$ cat config.mk
export PLATFORM = sky130hd
export DESIGN_NAME = sargantana_icache_refill_unit
export DESIGN_NICKNAME = d
export VERILOG_FILES = /design/src/rtl/sargantana_icache_pkg.sv /design/src/rtl/sargantana_icache_line_buffer.sv /design/src/rtl/sargantana_icache_refill_unit.sv
export SDC_FILE = /design/constraint.sdc
export NUM_CORES = 1
export LEC_CHECK = 0
export BUFFER_PORTS_ARGS = -buffer_cell sky130_fd_sc_hd__buf_2
export CELL_PAD_IN_SITES_DETAIL_PLACEMENT = 1
export CELL_PAD_IN_SITES_GLOBAL_PLACEMENT = 2
export CORE_AREA = 2 2 374 376
export CTS_BUF_LIST = sky130_fd_sc_hd__clkbuf_8
export DETAILED_ROUTE_END_ITERATION = 8
export DIE_AREA = 0 0 376 378
export GPL_ROUTABILITY_DRIVEN = 0
export HOLD_SLACK_MARGIN = 0.05
export PLACE_DENSITY_LB_ADDON = 0.1
export SETUP_SLACK_MARGIN = 0.05
export SYNTH_ARGS = -nofsm -noshare
export SYNTH_HDL_FRONTEND = slang
export SYNTH_SLANG_ARGS = --single-unit
export TNS_END_PERCENT = 30
$ cat constraint.sdc
create_clock -name clk_i -period 4.9 [get_ports clk_i]
set_input_delay 0.49 -clock clk_i [delete_from_list [all_inputs] [get_ports clk_i]]
set_output_delay 0.49 -clock clk_i [all_outputs]
set_load 0.01 [all_outputs]
$ cat src/rtl/sargantana_icache_pkg.sv
// Shared I$ refill types, FSM encodings and default line geometry.
package sargantana_icache_pkg;
    localparam int ICACHE_PADDR_W     = 40;
    localparam int ICACHE_LINE_BYTES  = 64;
    localparam int ICACHE_BEAT_BYTES  = 16;
    localparam int ICACHE_N_WAY       = 4;
    localparam int ICACHE_IDX_W       = 6;
    localparam int ICACHE_WAY_W       = (ICACHE_N_WAY > 1) ? $clog2(ICACHE_N_WAY) : 1;
    localparam int ICACHE_BEATS       = ICACHE_LINE_BYTES / ICACHE_BEAT_BYTES;
    localparam int ICACHE_BEAT_W      = (ICACHE_BEATS > 1) ? $clog2(ICACHE_BEATS) : 1;

    typedef logic [2:0] refill_state_t;
    localparam refill_state_t RF_IDLE  = 3'd0;
    localparam refill_state_t RF_REQ   = 3'd1;
    localparam refill_state_t RF_WAIT  = 3'd2;
    localparam refill_state_t RF_WRITE = 3'd3;
    localparam refill_state_t RF_DRAIN = 3'd4;

    typedef struct packed {
        logic [ICACHE_PADDR_W-1:0] paddr;
        logic [ICACHE_WAY_W-1:0]   way;
    } l2_fill_req_t;

    typedef struct packed {
        logic                           inv;
        logic [ICACHE_BEAT_W-1:0]       beat;
        logic [8*ICACHE_BEAT_BYTES-1:0] data;
        logic                           err;
        logic [ICACHE_PADDR_W-1:0]      inv_paddr;
    } l2_fill_resp_t;
endpackage

$ cat src/rtl/sargantana_icache_line_buffer.sv
// Beat-indexed line assembly buffer with a per-beat valid mask.
module sargantana_icache_line_buffer
    import sargantana_icache_pkg::*;
#(
    parameter int BEATS = ICACHE_BEATS,
    parameter int BW    = ICACHE_BEAT_W,
    parameter int DW    = 8 * ICACHE_BEAT_BYTES
) (
    input  logic              clk_i,
    input  logic              rst_i,
    input  logic              clr_i,
    input  logic              we_i,
    input  logic [BW-1:0]     idx_i,
    input  logic [DW-1:0]     data_i,
    output logic [BEATS-1:0]  mask_o,
    output logic              full_o,
    output logic              full_next_o,
    output logic [BEATS*DW-1:0] line_o
);
    logic [BEATS-1:0]    mask_q;
    logic [BEATS-1:0]    hit;
    logic [BEATS*DW-1:0] data_q;

    always_comb begin
        hit = '0;
        for (int i = 0; i < BEATS; i++) begin
            hit[i] = we_i && (idx_i == BW'(i));
        end
    end

    // A repeated index just rewrites its slot; the mask bit is already set.
    always_ff @(posedge clk_i) begin
        if (rst_i || clr_i) begin
            mask_q <= '0;
        end else begin
            mask_q <= mask_q | hit;
        end
        for (int i = 0; i < BEATS; i++) begin
            if (hit[i]) data_q[i*DW +: DW] <= data_i;
        end
    end

    assign mask_o      = mask_q;
    assign full_o      = &mask_q;
    assign full_next_o = &(mask_q | hit);
    assign line_o      = data_q;
endmodule

$ cat src/rtl/sargantana_icache_refill_unit.sv
// I$ line-refill engine: one outstanding miss, out-of-order beats, critical-beat forward.
//   state | meaning
//   IDLE  | ready for a miss
//   REQ   | fill request held to L2 until accepted
//   WAIT  | collecting beats, critical beat forwarded as it arrives
//   WRITE | one-cycle line write into the arrays, miss retired
//   DRAIN | killed miss, swallowing the remaining beats
module sargantana_icache_refill_unit
    import sargantana_icache_pkg::*;
#(
    parameter int  PADDR_W    = ICACHE_PADDR_W,
    parameter int  LINE_BYTES = ICACHE_LINE_BYTES,
    parameter int  BEAT_BYTES = ICACHE_BEAT_BYTES,
    parameter int  N_WAY      = ICACHE_N_WAY,
    parameter int  IDX_W      = ICACHE_IDX_W,
    parameter int  TMO_CYC    = 1023,
    localparam int WAY_W      = (N_WAY > 1) ? $clog2(N_WAY) : 1,
    localparam int BEATS      = LINE_BYTES / BEAT_BYTES,
    localparam int BW         = (BEATS > 1) ? $clog2(BEATS) : 1,
    localparam int OFF_W      = $clog2(LINE_BYTES),
    localparam int TAG_W      = PADDR_W - IDX_W - OFF_W
) (
    input  logic                    clk_i,
    input  logic                    rst_i,
    input  logic                    miss_valid_i,
    output logic                    miss_ready_o,
    input  logic [PADDR_W-1:0]      miss_paddr_i,
    input  logic [WAY_W-1:0]        miss_way_i,
    input  logic                    kill_i,
    output logic                    l2_req_valid_o,
    input  logic                    l2_req_ready_i,
    output logic [PADDR_W-1:0]      l2_req_paddr_o,
    output logic [WAY_W-1:0]        l2_req_way_o,
    input  logic                    l2_resp_valid_i,
    input  logic                    l2_resp_inv_i,
    input  logic [BW-1:0]           l2_resp_beat_i,
    input  logic [8*BEAT_BYTES-1:0] l2_resp_data_i,
    input  logic                    l2_resp_err_i,
    input  logic [PADDR_W-1:0]      l2_inv_paddr_i,
    output logic                    crit_valid_o,
    output logic [8*BEAT_BYTES-1:0] crit_data_o,
    output logic                    line_we_o,
    output logic                    line_valid_o,
    output logic [IDX_W-1:0]        line_idx_o,
    output logic [WAY_W-1:0]        line_way_o,
    output logic [TAG_W-1:0]        line_tag_o,
    output logic [8*LINE_BYTES-1:0] line_data_o,
    output logic                    inv_valid_o,
    output logic [IDX_W-1:0]        inv_idx_o,
    output logic                    xcpt_o,
    output logic                    done_o,
    output logic                    miss_cyc_pmu_o
);
    localparam int BOFF  = $clog2(BEAT_BYTES);
    localparam int TMO_W = (TMO_CYC > 0) ? $clog2(TMO_CYC + 1) : 1;

    refill_state_t      state_q, state_d;
    logic [PADDR_W-1:0] paddr_q;
    logic [WAY_W-1:0]   way_q;
    logic               err_q, poison_q, done_q, done_xcpt_q;
    logic [TMO_W-1:0]   tmo_q;
    logic               inv_out_q, inv_hold_q;
    logic [IDX_W-1:0]   inv_out_idx_q, inv_hold_idx_q;

    logic               accept, collecting, beat_fire, inv_fire, tmo_hit, inv_line_hit;
    logic [BW-1:0]      crit_beat;
    logic [IDX_W-1:0]   inv_idx_in;
    logic [BEATS-1:0]   buf_mask;
    logic               buf_full, buf_full_next;
    logic               unused_ok;

    assign accept       = (state_q == RF_IDLE) && miss_valid_i && !kill_i;
    assign collecting   = (state_q == RF_WAIT) || (state_q == RF_DRAIN);
    assign beat_fire    = collecting && l2_resp_valid_i && !l2_resp_inv_i;
    assign inv_fire     = l2_resp_valid_i && l2_resp_inv_i;
    assign crit_beat    = BW'(paddr_q[OFF_W-1:0] >> BOFF);
    assign inv_idx_in   = l2_inv_paddr_i[OFF_W +: IDX_W];
    assign inv_line_hit = l2_inv_paddr_i[PADDR_W-1:OFF_W] == paddr_q[PADDR_W-1:OFF_W];
    assign tmo_hit      = (TMO_CYC != 0) && collecting && !beat_fire && (tmo_q == TMO_W'(1));

    sargantana_icache_line_buffer #(
        .BEATS (BEATS),
        .BW    (BW),
        .DW    (8 * BEAT_BYTES)
    ) u_line_buffer (
        .clk_i       (clk_i),
        .rst_i       (rst_i),
        .clr_i       (accept),
        .we_i        (beat_fire),
        .idx_i       (l2_resp_beat_i),
        .data_i      (l2_resp_data_i),
        .mask_o      (buf_mask),
        .full_o      (buf_full),
        .full_next_o (buf_full_next),
        .line_o      (line_data_o)
    );

    always_comb begin
        state_d = state_q;
        case (state_q)
            RF_IDLE:  if (accept) state_d = RF_REQ;
            RF_REQ: begin
                if (kill_i)              state_d = RF_IDLE;
                else if (l2_req_ready_i) state_d = RF_WAIT;
            end
            // A kill racing the last beat retires like a completed drain.
            RF_WAIT: begin
                if (tmo_hit)            state_d = RF_IDLE;
                else if (kill_i)        state_d = buf_full_next ? RF_IDLE : RF_DRAIN;
                else if (buf_full_next) state_d = RF_WRITE;
            end
            RF_WRITE: state_d = RF_IDLE;
            RF_DRAIN: if (tmo_hit || buf_full_next) state_d = RF_IDLE;
            default:  state_d = RF_IDLE;
        endcase
    end

    always_ff @(posedge clk_i) begin
        if (rst_i) begin
            state_q        <= RF_IDLE;
            paddr_q        <= '0;
            way_q          <= '0;
            err_q          <= 1'b0;
            poison_q       <= 1'b0;
            done_q         <= 1'b0;
            done_xcpt_q    <= 1'b0;
            tmo_q          <= '0;
            inv_out_q      <= 1'b0;
            inv_out_idx_q  <= '0;
            inv_hold_q     <= 1'b0;
            inv_hold_idx_q <= '0;
        end else begin
            state_q     <= state_d;
            done_q      <= collecting && (state_d == RF_IDLE);
            done_xcpt_q <= tmo_hit;
            if (accept) begin
                paddr_q  <= miss_paddr_i;
                way_q    <= miss_way_i;
                err_q    <= 1'b0;
                poison_q <= 1'b0;
            end
            if (beat_fire && (state_q == RF_WAIT) && l2_resp_err_i) err_q <= 1'b1;
            if (inv_fire && (state_q == RF_WAIT) && inv_line_hit) poison_q <= 1'b1;
            // Down-counter of consecutive beat-less cycles, reloaded by every beat.
            if ((state_q == RF_REQ) || beat_fire) tmo_q <= TMO_W'(TMO_CYC);
            else if (!collecting)                 tmo_q <= '0;
            else if (tmo_q != '0)                 tmo_q <= tmo_q - TMO_W'(1);
            // An invalidation seen during WRITE slips a cycle; later ones queue behind it.
            if (inv_hold_q) begin
                inv_out_q      <= 1'b1;
                inv_out_idx_q  <= inv_hold_idx_q;
                inv_hold_q     <= inv_fire;
                inv_hold_idx_q <= inv_idx_in;
            end else if (inv_fire && (state_q == RF_WRITE)) begin
                inv_out_q      <= 1'b0;
                inv_hold_q     <= 1'b1;
                inv_hold_idx_q <= inv_idx_in;
            end else begin
                inv_out_q      <= inv_fire;
                inv_out_idx_q  <= inv_idx_in;
            end
        end
    end

    assign miss_ready_o   = (state_q == RF_IDLE);
    assign l2_req_valid_o = (state_q == RF_REQ) && !kill_i;
    assign l2_req_paddr_o = {paddr_q[PADDR_W-1:OFF_W], {OFF_W{1'b0}}};
    assign l2_req_way_o   = way_q;
    assign crit_valid_o   = (state_q == RF_WAIT) && beat_fire && !kill_i &&
                            (l2_resp_beat_i == crit_beat);
    assign crit_data_o    = l2_resp_data_i;
    assign line_we_o      = (state_q == RF_WRITE);
    assign line_valid_o   = (state_q == RF_WRITE) && !poison_q && !err_q;
    assign line_idx_o     = paddr_q[OFF_W +: IDX_W];
    assign line_way_o     = way_q;
    assign line_tag_o     = paddr_q[PADDR_W-1:OFF_W+IDX_W];
    assign inv_valid_o    = inv_out_q;
    assign inv_idx_o      = inv_out_idx_q;
    assign done_o         = (state_q == RF_WRITE) || done_q;
    assign xcpt_o         = ((state_q == RF_WRITE) && err_q) || (done_q && done_xcpt_q);
    assign miss_cyc_pmu_o = (state_q != RF_IDLE);

    assign unused_ok = ^{l2_inv_paddr_i[OFF_W-1:0], buf_mask, buf_full};
endmodule
## After elaboration in Yosys (flattened, before gate mapping)

Index checks and enable logic that the tools add are counted.
Widths: inputs -> output; s select.

| storage, ports and cells | value |
|---|---|
| memory bits (writable) | 0 |
| memories | 0 |
| bits in latches | 0 |
| bits in read-only memories | 0 |
| bits of input ports | 220 |
| register bits | 589 |
| output and inout bits | 733 |

| operators by class | value |
|---|---|
| divide/modulo/power cells | 0 |
| bitwise logic cells | 1 |
| mux-type cells | 23 |
| $mul | 0 |
| eq/ne operators | 12 |
| add/subtract/negate cells | 1 |
| shift-type cells | 0 |
| reductions and logical operators | 44 |
| magnitude comparators | 0 |

Operator list:

| kind | count |
|---|---|
| $eq 34x34->1 | 1 |
| $mux 10 | 3 |
| $logic_and 1x1->1 | 24 |
| $mux 3 | 8 |
| $mux 6 | 4 |
| $pmux 3 s4 | 1 |
| $eq 10x1->1 const B | 1 |
| $reduce_bool 10->1 | 1 |
| $sub 10x1->10 const B | 1 |
| $mux 1 | 7 |
| $eq 3x2->1 const B | 2 |
| $logic_not 3->1 | 2 |
| $logic_or 1x1->1 | 6 |
| $reduce_bool 2->1 | 3 |
| $logic_not 1->1 | 5 |
| $eq 2x2->1 const B | 2 |
| $or 4x4->4 | 1 |
| $reduce_and 4->1 | 1 |
| $eq 3x1->1 const B | 1 |
| $eq 3x3->1 const B | 1 |
| $ne 3x1->1 const B | 1 |
| $reduce_bool 3->1 | 1 |
| $eq 2x1->1 const B | 1 |
| $eq 2x2->1 | 1 |
| 2 further kinds | 2 |

## Depth between registers and ports, before layout

| depth | value |
|---|---|
| word-level depth | 13 |
| mapped depth | 8 |
| depth with buffers taken out | 6 |

## By module

A second synthesis with hierarchy kept.

| unflattened totals | value |
|---|---|
| cell total of the unflattened synthesis | 1,130 |
| area, all modules | 20,399.6 µm² |

Modules (own cells, without submodules):

| module | cells an instance | sequential area each (µm²) | area each (µm²) | times used |
|---|---|---|---|---|
| sargantana_icache_line_buffer | 535 | 15,454.8 | 15,572.4 | 1 |
| sargantana_icache_refill_unit | 595 | 1,381.3 | 4,827.1 | 1 |

## Worst setup path after synthesis

Ideal clock, no wire load.

| timing | value |
|---|---|
| kind | input to register |
| start point | in l2_resp_inv_i |
| end point | reg u_line_buffer.data_q[384] (netlist: u_line_buffer.line_o[384]) (enable) |
| data arrival time | 3.998 ns |
| path buffers | 0 |
| cell stages on the path | 3 |
| path slack | 0.398 ns |
| data required time | 4.396 ns |
| path through | nor3b_2 > and2_1 > and3_1 |

| between the ends | value |
|---|---|
| cells in the longest elaborated chain, start to end | 3 |

RTL lines:

| item | RTL line | text |
|---|---|---|
| from (decl) | sargantana_icache_refill_unit.sv:35 | `input logic l2_resp_inv_i,` |
| $logic_not 1->1 | sargantana_icache_refill_unit.sv:74 | `assign beat_fire = collecting && l2_resp_valid_i && !l2_resp_inv_i;` |
| $logic_and 1x1->1 | sargantana_icache_refill_unit.sv:74 |  |
| $logic_and 1x1->1 | sargantana_icache_line_buffer.sv:27 | `hit[i] = we_i && (idx_i == BW'(i));` |
| named net u_line_buffer.hit[3] | sargantana_icache_line_buffer.sv:21 | `logic [BEATS-1:0] hit;` |
| to (signal, indexed assignment) | sargantana_icache_line_buffer.sv:39 | `if (hit[i]) data_q[i*DW +: DW] <= data_i;` |
| to (decl) | sargantana_icache_line_buffer.sv:22 | `logic [BEATS*DW-1:0] data_q;` |

The timed path passes the listed nets, and every way through them passes these cells.
A chain may end at the register's enable or synchronous reset.

## Final worst setup path

| timing | value |
|---|---|
| start point | reg state_q[1] |
| end point | out crit_valid_o |

| between the ends | value |
|---|---|
| cells in the longest elaborated chain, start to end | 7 |

RTL lines:

| item | RTL line | text |
|---|---|---|
| from (decl) | sargantana_icache_refill_unit.sv:57 | `refill_state_t state_q, state_d;` |
| from (signal assigned) | sargantana_icache_refill_unit.sv:133 | `state_q <= state_d;` |
| $eq 3x2->1 or $eq 3x3->1 (tied branches) | sargantana_icache_refill_unit.sv:73, sargantana_icache_refill_unit.sv:169 |  |
| $logic_or 1x1->1 | sargantana_icache_refill_unit.sv:73 | `assign collecting = (state_q == RF_WAIT) \|\| (state_q == RF_DRAIN);` |
| $logic_and 1x1->1 (2 in a row) | sargantana_icache_refill_unit.sv:74 |  |
| $logic_and 1x1->1 * (3 in a row) | sargantana_icache_refill_unit.sv:169 | `assign crit_valid_o = (state_q == RF_WAIT) && beat_fire && !kill_i &&` |
| to (decl) | sargantana_icache_refill_unit.sv:40 | `output logic crit_valid_o,` |

Every way passes the cells marked *; elsewhere a longest branch is shown, timed or not.

==> impl_metrics.csv <==
group,metric,value,unit
setup_path,reg2reg_slack,2.15,ns
synthesis,synthAdderAreaFrac,0.184,%
final_layout,finalNetCount,2373,
setup_path,startpoint,"state_q[1]",
run_status,status,"finished, final reports clean",
route,viasPerCell,3.37,
synthesis,syn_area_per_cell,18.0,sq um
floorplanning,io_pins,953,
sta,finalMaxSlewViolations,0,
route,antenna_left,0,
setup_path,critical_path_class,"flop to output pin",
sta,slew_headroom,26.6,%
route,drc,0,
setup_path,start_kind,"flop",
sta,fin_crit_sh,58.2,%
route,routed_wl,98800,microns
clock_network,h-tree-depth,3,
clock_network,root_buffer,"clkbuf_8",
final_layout,fin_util,21.5,%
clock_network,cts.sinks,585,
setup_path,r2r-end,"u_line_buffer.line_o[159]",
clock_network,clk_latency,0.80,ns
pwr,power.leakage,11.6,nW
synthesis,synth_top_area_cell,"edfxtp_1",
clock_network,cts_setup_buffers,0,
setup_path,r2r_start,"state_q[2]",
floorplanning,core.rowCount,137,
pwr,power_density,360,nW/um^2
clock_network,cts_tree,"done",
sta,rsz0062_at_grt,"false",
placed_design,dpl.hpwl,75000,microns
final_layout,final_cells,4063,
synthesis,synthXorXnorAreaFrac,1.97,%
pwr,power.total,0.0107,W
synthesis,synth-edff-count,512,
route,wl_per_cell,24.3,microns
sta,worst_pin_slew,1.10,ns
global_route,grt_pass1_vias,14200,
synthesis,synth_compound_area_share,2.21,%
sta,finalSetupTns,0,ns
global_route,grt-ovfl-total,0,
synthesis,synth-seq-cells,585,
synthesis,yosys_warnings,0,
setup_path,r2r.worst_path.cells,4,
final_layout,area_delta_synth_final,46.3,%
final_layout,layout_commonest_cell,"buf_2",
setup_path,cp_max_fo,10,
floorplanning,die_area,142000,sq um
final_layout,final_cell_mix,"buf_2, edfxtp_1, dlygate4sd3_1",
synthesis,ys.flop_type,"edfxtp_1",
sta,setup_viol,0,
sta,fmaxAchievable,350,MHz
setup_path,cp-endpoint,"crit_valid_o",
synthesis,synthCells,1128,
floorplanning,die_w,376,microns
clock_network,numCtsBuffers,114,
route,vias,13700,
route,first_pass_iters,6,
setup_path,cp-end-kind,"output pin",
route,drt-initial-drc-count,585,
clock_network,ctsResizeCount,0,
synthesis,yosys-mux-area-fraction,0.627,%
synthesis,syn_area,20300,sq um
synthesis,synth_area_leaders,"edfxtp_1, buf_4, dfxtp_1",
clock_network,clk_pin_slew,0.06,ns
synthesis,yosys.area_share.simple,4.08,%
floorplanning,core_region_area,139000,sq um
final_layout,fillerInstances,15500,
sta,fin_crit,2.85,ns
pwr,peakVddDrop,190,uV
synthesis,yosysSeqAreaShare,82.7,%
placed_design,place_inst,3664,
placed_design,port_buffers,936,
final_layout,drive_gt1_share,49.4,%
global_route,antenna_found_initial,19,
setup_path,crit_required,4.41,ns
synthesis,ys_async_sr_fraction,0,%
global_route,grt_use_total,13.3,%
setup_path,worstPathArrival,2.36,ns
sta,finClkSkew,0.0560,ns
hold_path,min_path_type,"input port to flop",
global_route,grt_first_pass_wirelength,128000,microns
floorplanning,die_y,378,microns
global_route,grt_max_degree,124,
clock_network,cts_buffer_depth,3,
floorplanning,initial_utilization,14.7,%
synthesis,synth_top_area_share,75.6,%
sta,whs,0.222,ns
job,maxCapViolCount,0,
synthesis,synth_top_family_by_area,"buffers and inverters",
synthesis,yosysUniqueCellTypes,46,
sta,hold_viol,0,
==> cells by family after synthesis <==
logic type	after synthesis
AO/OA/AOI/OAI	79
XOR/XNOR	45
adder cells (fa/ha/maj)	3
buffers and inverters	231
flip-flops	585
multiplexers	12
other	1
AND/OR/NAND/NOR	172
==> Yosys cell counts, types with 6 or more instances <==
cell	n
edfxtp_1	512
buf_4	208
nand2_1	94
dfxtp_1	73
a21oi_1	52
xnor2_1	28
nor2_1	21
xor2_1	16
nand4_1	11
clkbuf_1	10
buf_2	7
o21ai_0	7
and3_1	6
mux2_2	6
mux2i_1	6
==> stage by stage <==
| step | cell area (sq um) | worst slack [ns] |
|---|---|---|
| detailed placement | 25900 | 2.02 |
| global route | 29800 | 1.81 |
| CTS | 29700 | 1.82 |
| finish | 29800 | 2.05 |
| global placement | 25900 | 2.06 |
| floorplan | 20400 | 0.398 |
==> worst min-delay path by stage <==
| stage | startpoint | end | slack (ns) | depth (start not counted) |
|---|---|---|---|---|
| after CTS | l2_inv_paddr_i[13] | poison_q | 0.07 | 5 |
| after floorplan | inv_hold_idx_q[0] | inv_hold_idx_q[0] | 0.43 | 2 |
| after global routing | l2_inv_paddr_i[13] | poison_q | 0.17 | 5 |
| after global placement | inv_hold_idx_q[4] | inv_hold_idx_q[4] | 0.44 | 2 |
| after detailed placement | inv_hold_idx_q[4] | inv_hold_idx_q[4] | 0.45 | 2 |
| final | l2_inv_paddr_i[13] | poison_q | 0.22 | 5 |
==> worst max-delay path, cell delays in order (launching register included) <==
cell and delay [ns]:
dfxtp_1 0.52, nor3b_1 0.51, nand4_1 0.23, nor2_1 0.18
buf_2 0.18
==> power by group <==
group	switching [W]	internal, W
registers	0.0000301	0.00544
logic	0.000340	0.000267
clock network	0.00229	0.00236
total	0.00266	0.00807
==> sequential cells by signal (all words and copies together) (netlist names), 2 cells and up <==
register / count
inv_hold_idx_q: 6
inv_idx_o: 6
l2_req_way_o: 2
paddr_q: 36
state_q: 3
tmo_q: 10
u_line_buffer.line_o: 512
u_line_buffer.mask_o: 4
==> repair_timing <==
| item | CTS | global route |
|---|---|---|
| endpoints found under the setup margin | 0 | 0 |
| hold buffers | 177 | 0 |
| hold endpoints to repair | 568 | 0 |
==> cell type report <==
class / instances / area [sq um] / share of cell area [%]
timing repair buffer: 1127 / 6610 / 22.2
inverter: 5 / 18.8 / 0.0630
clock buffer: 115 / 1580 / 5.32
multi-input combinational: 317 / 1900 / 6.37
tap: 1807 / 2260 / 7.59
antenna: 11 / 27.5 / 0.0925
clock inverter: 96 / 536 / 1.80
sequential: 585 / 16800 / 56.6
==> per-layer routing <==
layer	global-route usage, %	wire [microns]	up-vias	part of all wire (%)
li1	-	-	6012	-
met1	13.8	35700	6891	36
met2	24.9	52500	639	53
met3	4.24	7720	152	7.8
met4	4.65	2820	8	2.9
met5	0	55	-	0.056
(Power assumes the default switching activity.)
